File: src/rtl/paddle_ctrl_if.sv
// Signal bundle between one paddle controller and the video/game logic.
// Master = video timing and player/game side, slave = paddle_ctrl.
interface paddle_ctrl_if;
  // There is no valid/ready handshake on this bundle. Every input is a level
  // that is sampled on each clk. The only event is the rising edge of vblank,
  // which starts one frame update. Every output is registered and valid on
  // every cycle.
  logic [10:0] hcount;
  logic [10:0] vcount;
  logic [10:0] hpos;
  logic        up;
  logic        down;
  logic        vblank;
  logic        auto_mode;
  logic [10:0] ball_v_pos;
  logic [10:0] paddle_v_pos;
  logic        pixel_valid;
  logic        moving;
  logic [1:0]  fsm_state;

  modport master (
    output hcount, vcount, hpos, up, down, vblank, auto_mode, ball_v_pos,
    input  paddle_v_pos, pixel_valid, moving, fsm_state
  );

  modport slave (
    input  hcount, vcount, hpos, up, down, vblank, auto_mode, ball_v_pos,
    output paddle_v_pos, pixel_valid, moving, fsm_state
  );
endinterface

File: src/rtl/paddle_ctrl.sv
// Paddle controller: moves once per frame on vblank rise, accelerates while held, clamps at limits.
// Optional computer control is compiled in with the PADDLE_AUTO_EN macro.
module paddle_ctrl #(
  parameter int PADDLE_WIDTH  = 8,
  parameter int PADDLE_HEIGHT = 40,
  parameter int TOP_LIMIT     = 20,
  parameter int BOTTOM_LIMIT  = 460,
  parameter int INIT_POS      = 220,
  parameter int MAX_SPEED     = 8,
  parameter int ACCEL_FRAMES  = 4,
  parameter int AUTO_DEADBAND = 4
) (
  input logic          clk,
  input logic          rst,
  paddle_ctrl_if.slave pif
);

  typedef enum logic [1:0] {
    IDLE = 2'd0,
    UP   = 2'd1,
    DOWN = 2'd2
  } state_t;

  localparam logic [11:0] TOP12    = 12'(TOP_LIMIT);
  localparam logic [11:0] BOT12    = 12'(BOTTOM_LIMIT);
  localparam logic [11:0] H12      = 12'(PADDLE_HEIGHT);
  localparam logic [11:0] W12      = 12'(PADDLE_WIDTH);
  localparam logic [10:0] INIT11   = 11'(INIT_POS);
  localparam logic [3:0]  MAX_SPD  = 4'(MAX_SPEED);
  localparam logic [7:0]  ACC_LAST = 8'(ACCEL_FRAMES - 1);

  state_t      state_q, state_d;
  logic [3:0]  speed_q, speed_d;
  logic [7:0]  cnt_q, cnt_d;
  logic [10:0] pos_q, pos_d;
  logic        vblank_q;
  logic        vb_seen_q;
  logic        pv_q, pv_d;
  logic        moving_q;

  logic        tick;
  logic        req_up, req_dn;
  logic        man_up, man_dn;
  logic [3:0]  step;
  logic        do_up, do_dn;
  logic [3:0]  stay_speed;
  logic [7:0]  stay_cnt;
  logic [11:0] pos12, step12;
  logic [10:0] up_pos, dn_pos;

  // vblank_q only holds a real sample after the first clock out of reset, so
  // vblank already high at reset release cannot be taken as a rising edge.
  assign tick = pif.vblank & ~vblank_q & vb_seen_q;

  assign man_up = pif.up & ~pif.down;
  assign man_dn = pif.down & ~pif.up;

`ifdef PADDLE_AUTO_EN
  logic [11:0] center12, ball12;
  logic        auto_up, auto_dn;

  assign center12 = pos12 + 12'(PADDLE_HEIGHT / 2);
  assign ball12   = {1'b0, pif.ball_v_pos};
  assign auto_up  = (ball12 + 12'(AUTO_DEADBAND)) < center12;
  assign auto_dn  = ball12 > (center12 + 12'(AUTO_DEADBAND));
  assign req_up   = pif.auto_mode ? auto_up : man_up;
  assign req_dn   = pif.auto_mode ? auto_dn : man_dn;
`else
  logic unused_auto;

  assign unused_auto = ^{pif.auto_mode, pif.ball_v_pos};
  assign req_up      = man_up;
  assign req_dn      = man_dn;
`endif

  // Staying in a move state: after ACCEL_FRAMES ticks at one speed, the next
  // held tick steps one faster and starts a new run at that speed.
  always_comb begin
    if (cnt_q == ACC_LAST) begin
      stay_cnt   = 8'd0;
      stay_speed = (speed_q >= MAX_SPD) ? MAX_SPD : speed_q + 4'd1;
    end else begin
      stay_cnt   = cnt_q + 8'd1;
      stay_speed = speed_q;
    end
  end

  always_comb begin
    state_d = state_q;
    speed_d = speed_q;
    cnt_d   = cnt_q;
    step    = speed_q;
    do_up   = 1'b0;
    do_dn   = 1'b0;
    if (tick) begin
      case (state_q)
        IDLE: begin
          if (req_up) begin
            state_d = UP;
            speed_d = 4'd1;
            cnt_d   = 8'd0;
            step    = 4'd1;
            do_up   = 1'b1;
          end else if (req_dn) begin
            state_d = DOWN;
            speed_d = 4'd1;
            cnt_d   = 8'd0;
            step    = 4'd1;
            do_dn   = 1'b1;
          end
        end
        UP: begin
          if (req_up) begin
            speed_d = stay_speed;
            cnt_d   = stay_cnt;
            step    = stay_speed;
            do_up   = 1'b1;
          end else if (req_dn) begin
            state_d = DOWN;
            speed_d = 4'd1;
            cnt_d   = 8'd0;
            step    = 4'd1;
            do_dn   = 1'b1;
          end else begin
            state_d = IDLE;
            speed_d = 4'd1;
            cnt_d   = 8'd0;
          end
        end
        DOWN: begin
          if (req_dn) begin
            speed_d = stay_speed;
            cnt_d   = stay_cnt;
            step    = stay_speed;
            do_dn   = 1'b1;
          end else if (req_up) begin
            state_d = UP;
            speed_d = 4'd1;
            cnt_d   = 8'd0;
            step    = 4'd1;
            do_up   = 1'b1;
          end else begin
            state_d = IDLE;
            speed_d = 4'd1;
            cnt_d   = 8'd0;
          end
        end
        default: begin
          state_d = IDLE;
          speed_d = 4'd1;
          cnt_d   = 8'd0;
        end
      endcase
    end
  end

  // 12-bit arithmetic so neither the subtraction nor the bottom-edge sum wraps.
  assign pos12  = {1'b0, pos_q};
  assign step12 = {8'd0, step};
  assign up_pos = (pos12 < (TOP12 + step12)) ? 11'(TOP12) : 11'(pos12 - step12);
  assign dn_pos = ((pos12 + H12 + step12) > BOT12) ? 11'(BOT12 - H12) : 11'(pos12 + step12);

  always_comb begin
    pos_d = pos_q;
    if (do_up) begin
      pos_d = up_pos;
    end else if (do_dn) begin
      pos_d = dn_pos;
    end
  end

  // Half-open hit box from the currently registered position.
  always_comb begin
    pv_d = 1'b0;
    if (({1'b0, pif.vcount} >= pos12) && ({1'b0, pif.vcount} < (pos12 + H12)) &&
        ({1'b0, pif.hcount} >= {1'b0, pif.hpos}) &&
        ({1'b0, pif.hcount} < ({1'b0, pif.hpos} + W12))) begin
      pv_d = 1'b1;
    end
  end

  always_ff @(posedge clk or posedge rst) begin
    if (rst) begin
      state_q   <= IDLE;
      speed_q   <= 4'd1;
      cnt_q     <= 8'd0;
      pos_q     <= INIT11;
      vblank_q  <= 1'b0;
      vb_seen_q <= 1'b0;
      pv_q      <= 1'b0;
      moving_q  <= 1'b0;
    end else begin
      state_q   <= state_d;
      speed_q   <= speed_d;
      cnt_q     <= cnt_d;
      pos_q     <= pos_d;
      vblank_q  <= pif.vblank;
      vb_seen_q <= 1'b1;
      pv_q      <= pv_d;
      moving_q  <= (state_d != IDLE);
    end
  end

  assign pif.paddle_v_pos = pos_q;
  assign pif.pixel_valid  = pv_q;
  assign pif.moving       = moving_q;
  assign pif.fsm_state    = state_q;

endmodule

File: src/flat_wrapper.sv
// flat-port wrapper written by rule: the top's interface ports become plain ports
module paddle_ctrl_flat 
#(
  parameter int PADDLE_WIDTH  = 8,
  parameter int PADDLE_HEIGHT = 40,
  parameter int TOP_LIMIT     = 20,
  parameter int BOTTOM_LIMIT  = 460,
  parameter int INIT_POS      = 220,
  parameter int MAX_SPEED     = 8,
  parameter int ACCEL_FRAMES  = 4,
  parameter int AUTO_DEADBAND = 4
)
  (clk, rst, pif_hcount, pif_vcount, pif_hpos, pif_up, pif_down, pif_vblank, pif_auto_mode, pif_ball_v_pos, pif_paddle_v_pos, pif_pixel_valid, pif_moving, pif_fsm_state);
  paddle_ctrl_if pif_i ();
  input logic clk;
  input logic rst;
  input wire logic [$bits(pif_i.hcount)-1:0] pif_hcount;
  input wire logic [$bits(pif_i.vcount)-1:0] pif_vcount;
  input wire logic [$bits(pif_i.hpos)-1:0] pif_hpos;
  input wire logic [$bits(pif_i.up)-1:0] pif_up;
  input wire logic [$bits(pif_i.down)-1:0] pif_down;
  input wire logic [$bits(pif_i.vblank)-1:0] pif_vblank;
  input wire logic [$bits(pif_i.auto_mode)-1:0] pif_auto_mode;
  input wire logic [$bits(pif_i.ball_v_pos)-1:0] pif_ball_v_pos;
  output wire logic [$bits(pif_i.paddle_v_pos)-1:0] pif_paddle_v_pos;
  output wire logic [$bits(pif_i.pixel_valid)-1:0] pif_pixel_valid;
  output wire logic [$bits(pif_i.moving)-1:0] pif_moving;
  output wire logic [$bits(pif_i.fsm_state)-1:0] pif_fsm_state;
  assign pif_i.hcount = pif_hcount;
  assign pif_i.vcount = pif_vcount;
  assign pif_i.hpos = pif_hpos;
  assign pif_i.up = pif_up;
  assign pif_i.down = pif_down;
  assign pif_i.vblank = pif_vblank;
  assign pif_i.auto_mode = pif_auto_mode;
  assign pif_i.ball_v_pos = pif_ball_v_pos;
  assign pif_paddle_v_pos = pif_i.paddle_v_pos;
  assign pif_pixel_valid = pif_i.pixel_valid;
  assign pif_moving = pif_i.moving;
  assign pif_fsm_state = pif_i.fsm_state;
  paddle_ctrl #(.PADDLE_WIDTH(PADDLE_WIDTH), .PADDLE_HEIGHT(PADDLE_HEIGHT), .TOP_LIMIT(TOP_LIMIT), .BOTTOM_LIMIT(BOTTOM_LIMIT), .INIT_POS(INIT_POS), .MAX_SPEED(MAX_SPEED), .ACCEL_FRAMES(ACCEL_FRAMES), .AUTO_DEADBAND(AUTO_DEADBAND)) u_core (.clk(clk), .rst(rst), .pif(pif_i));
endmodule
File: config.mk
export PLATFORM = sky130hd
export DESIGN_NAME = paddle_ctrl_flat
export DESIGN_NICKNAME = d
export VERILOG_FILES = /design/src/rtl/paddle_ctrl_if.sv /design/src/rtl/paddle_ctrl.sv /design/src/flat_wrapper.sv
export SDC_FILE = /design/constraint.sdc
export NUM_CORES = 1
export LEC_CHECK = 0
export ABC_AREA = 1
export BUFFER_PORTS_ARGS = -buffer_cell sky130_fd_sc_hd__buf_2
export CORE_AREA = 2 2 127 129
export DETAILED_ROUTE_END_ITERATION = 8
export DIE_AREA = 0 0 129 131
export PLACE_DENSITY = 0.45
export REMOVE_ABC_BUFFERS = 1
export SKIP_CTS_REPAIR_TIMING = 1
export SKIP_LAST_GASP = 1
export SLEW_MARGIN = 20
export SYNTH_ARGS = -nofsm -noshare
export SYNTH_HDL_FRONTEND = slang
export SYNTH_SLANG_ARGS = --single-unit
File: constraint.sdc
create_clock -name clk -period 4.91 [get_ports clk]
set_clock_uncertainty 0.1 [all_clocks]
set_input_delay 0.491 -clock clk [delete_from_list [all_inputs] [get_ports clk]]
set_output_delay 0.491 -clock clk [all_outputs]
set_load 0.05 [all_outputs]
==> results.json <==
{
  "hold_path_class": "input pin to asynchronous set/reset pin",
  "maxSlewViolCount": 0,
  "fillerInstances": 1747,
  "drt_iter0_markers": 121,
  "p_clk_share_pct": 16.4,
  "synth-simple-area-share_pct": 28.8,
  "die_y_um": 131,
  "power.switching_w": 0.00120,
  "cap_violations": 0,
  "critical_path.max_stage_delay_ns": 0.45,
  "final_cell_mix": "nand2_1 (119), inv_1 (85), ha_1 (60), nor2_1 (55), buf_2 (52)",
  "routed_wirelength_mm": 10.0,
  "synthArstFlopShare_pct": 100,
  "setup_slack_ns": 0.832,
  "p_per_area_nw_per_um2": 502,
  "die_area_um2": 16900,
  "overflow": 0,
  "critPathArrivalTime_ns": 4.18,
  "vias": 3685,
  "leakage_nw": 2.31,
  "grt.total_usage_pct": 12.5,
  "grt_max_degree": 30,
  "synth-compound-area-share_pct": 15.5,
  "internal_power_w": 0.00105,
  "area.growth.synth_to_final_pct": 17.5,
  "endpoint_kind": "flop",
  "status": "completed",
  "grt_pass1_vias": 3726,
  "drive_gt1_share_pct": 15.3,
  "cts_sinks": 29,
  "synth_ff_type": "dfrtp_1",
  "synth.avg_cell_area_um2": 6.80,
  "vias_per_cell": 4.43,
  "clk_latency_ns": 0.28,
  "startpoint_type": "flop",
  "place_ws_ns": 0.733,
  "syn_area_um2": 3810,
  "setup_tns_ns": 0,
  "synth_seq_cells": 29,
  "timing.fmax_mhz": 245,
  "antenna_cells": 0,
  "drtAntennaViolNets": 0,
  "synth_edf_count": 0,
  "synth_top_family_by_area": "simple AND/OR/NAND/NOR gates",
  "utilization_pct": 28.7,
  "ys_seq_area_share_pct": 19.2,
  "sw_frac_of_total_pct": 53.5,
  "p_comb_share_pct": 63.9,
  "clockRootBuffer": "clkbuf_16",
  "cp_data_required_time_ns": 5.01,
  "final_common_cell": "nand2_1",
  "p_seq_share_pct": 19.7,
  "cp_max_fo": 8,
  "rsz0062_at_grt": "false",
  "synth_cell_types": 52,
  "ys_warn_count": 0,
  "gp_congestion": 0.844,
  "synth-xor-area-share_pct": 4.82,
  "drc": 0,
  "nNetsFinal": 727,
  "grt_pass1_wl_mm": 17.2,
  "htreeDepth": 2,
  "numPortBuffers": 52,
  "cts_tree": "yes",
  "antenna_found_initial": 0,
  "finalCritPeriodShare_pct": 83.1,
  "hold_viol": 0,
  "path_common_cell": "nand2_1",
  "start_util_pct": 24.4,
  "irDropWorstVdd_mv": 0.213,
  "path_clk_slew_ns": 0.06,
  "slowest_stage": "ha_1",
  "row_count": 46,
  "cts.path.max_buffers": 2,
  "crit_chain": "ha_1 -> nor2_1 -> inv_1 -> nor2_1 -> inv_1 -> a31oi_1 -> inv_1 -> ha_1 -> nand3_1 -> nand2_1 -> nand3_1 -> o21ai_0 -> nand2_1 -> nor2_1 -> nand3_1 -> nand3_2 -> nand2_4 -> nand2_1 -> nand2_1 -> a21oi_2",
  "finalCriticalPeriod_ns": 4.08,
  "die-width_um": 129,
  "max_slew_margin_pct": 61.2,
  "cts_buffers": 5,
  "wl_per_cell_um": 12.0,
  "synth_fa_ha_area_share_pct": 20.7,
  "dr.pass1.iters": 4,
  "path_class": "flop to flop",
  "core-area_um2": 15600,
  "syn_inst": 561,
  "synthMuxAreaShare_pct": 0,
  "io_pins": 65,
  "worstMarginPinSlew_ns": 0.582,
  "hpwl_mm": 8.36,
  "setup_violations": 0
}
## power groups by stage
stage / Combinational (W) / Clock, W / Sequential (W)
2_1_floorplan: 0.000938 / 0 / 0.000591
3_3_place_gp: 0.00143 / 0 / 0.000450
4_1_cts: 0.00145 / 0.000378 / 0.000447
5_1_grt: 0.00164 / 0.000390 / 0.000460
6_report: 0.00144 / 0.000369 / 0.000443
3_5_place_dp: 0.00144 / 0 / 0.000450
## path summary, 6_finish.rpt
kind	start	to	slack, ns	cells after the start
worst max-delay path	u_core.pif.fsm_state[0]	u_core.pif.paddle_v_pos[8]	0.83	20
worst min-delay path	rst	u_core.pif.paddle_v_pos[1]	0.19	3
worst max register to register	u_core.pif.fsm_state[0]	u_core.pif.paddle_v_pos[8]	0.83	20
worst min register to register	u_core.cnt_q[0]	u_core.cnt_q[0]	0.41	1
max in group asynchronous	rst	u_core.pif.paddle_v_pos[2]	4.19	3
min in group clk	pif_vblank	u_core.vblank_q	0.23	1
## synthesized netlist by cell type (3+ instances only)
cell	count	area share [%]
inv_1	85	8.4
a211oi_1	3	0.59
a21boi_0	4	0.79
nand2_4	3	0.89
dfrtp_1	23	15
nand4_1	8	1.3
a21oi_1	33	4.3
nor2_1	55	5.4
a31oi_1	4	0.66
o21ai_0	31	4.1
buf_6	3	0.89
a221oi_1	3	0.69
a21oi_2	3	0.69
nand3_1	36	4.7
inv_2	3	0.30
nor2_2	4	0.66
dfstp_2	6	4.1
nand2_1	119	12
xor2_1	19	4.4
o22ai_1	4	0.66
ha_1	60	20
nor3_1	12	1.6
nand2_2	4	0.66
## sequential cells by signal, summed over array words and instances (netlist names)
register,cells
u_core.pif.pixel_valid,1
u_core.pif.paddle_v_pos,11
u_core.pif.fsm_state,2
u_core.vb_seen_q,1
u_core.speed_q,4
u_core.vblank_q,1
u_core.cnt_q,8
u_core.pif.moving,1
## through the flow
stage,instances,instance area [µm²],hold WS [ns],power (W)
after floorplan,553,3750,0.369,0.00153
after global placement,824,4300,0.390,0.00188
after detailed placement,824,4300,0.398,0.00189
after CTS,832,4480,0.210,0.00228
after global routing,832,4480,0.227,0.00249
final,832,4480,0.187,0.00225
## routing by layer
metal / vias up / track usage, % / part of all wire [%]
li1: 1948 / - / -
met1: 1677 / 15.8 / 48
met2: 58 / 22.3 / 48
met3: 2 / 2.65 / 4.1
met4: 0 / 2.37 / 0.53
met5: - / 0 / 0
## cell families (layout without fill, tap and decap cells)
group	Yosys count	count (layout)
AND/OR/NAND/NOR	250	250
AO/OA/AOI/OAI	99	99
buffers and inverters	99	154
adder cells (fa/ha/maj)	62	62
flip-flops	29	29
XOR/XNOR	21	21
other	1	1
## critical path: cells and delay by family, from the launching register on
| family | cells | cell delay (ns) |
|---|---|---|
| AOI/OAI and AO/OA | 3 | 0.60 |
| and+or+nand+nor | 12 | 1.77 |
| adders and majority gates | 2 | 0.70 |
| buffers and inverters | 3 | 0.42 |
| DFF | 1 | 0.44 |
## area by class of cell
class                      count  area, µm²  area share, %
sequential                    29        733           16.4
clock inverter                 2       37.5          0.838
timing repair buffer          55        283           6.31
inverter                      91        350           7.82
clock buffer                   6        139           3.10
tap                          216        270           6.03
multi-input combinational    433       2670           59.5
Note: power is estimated with default switching activity, not from simulation.
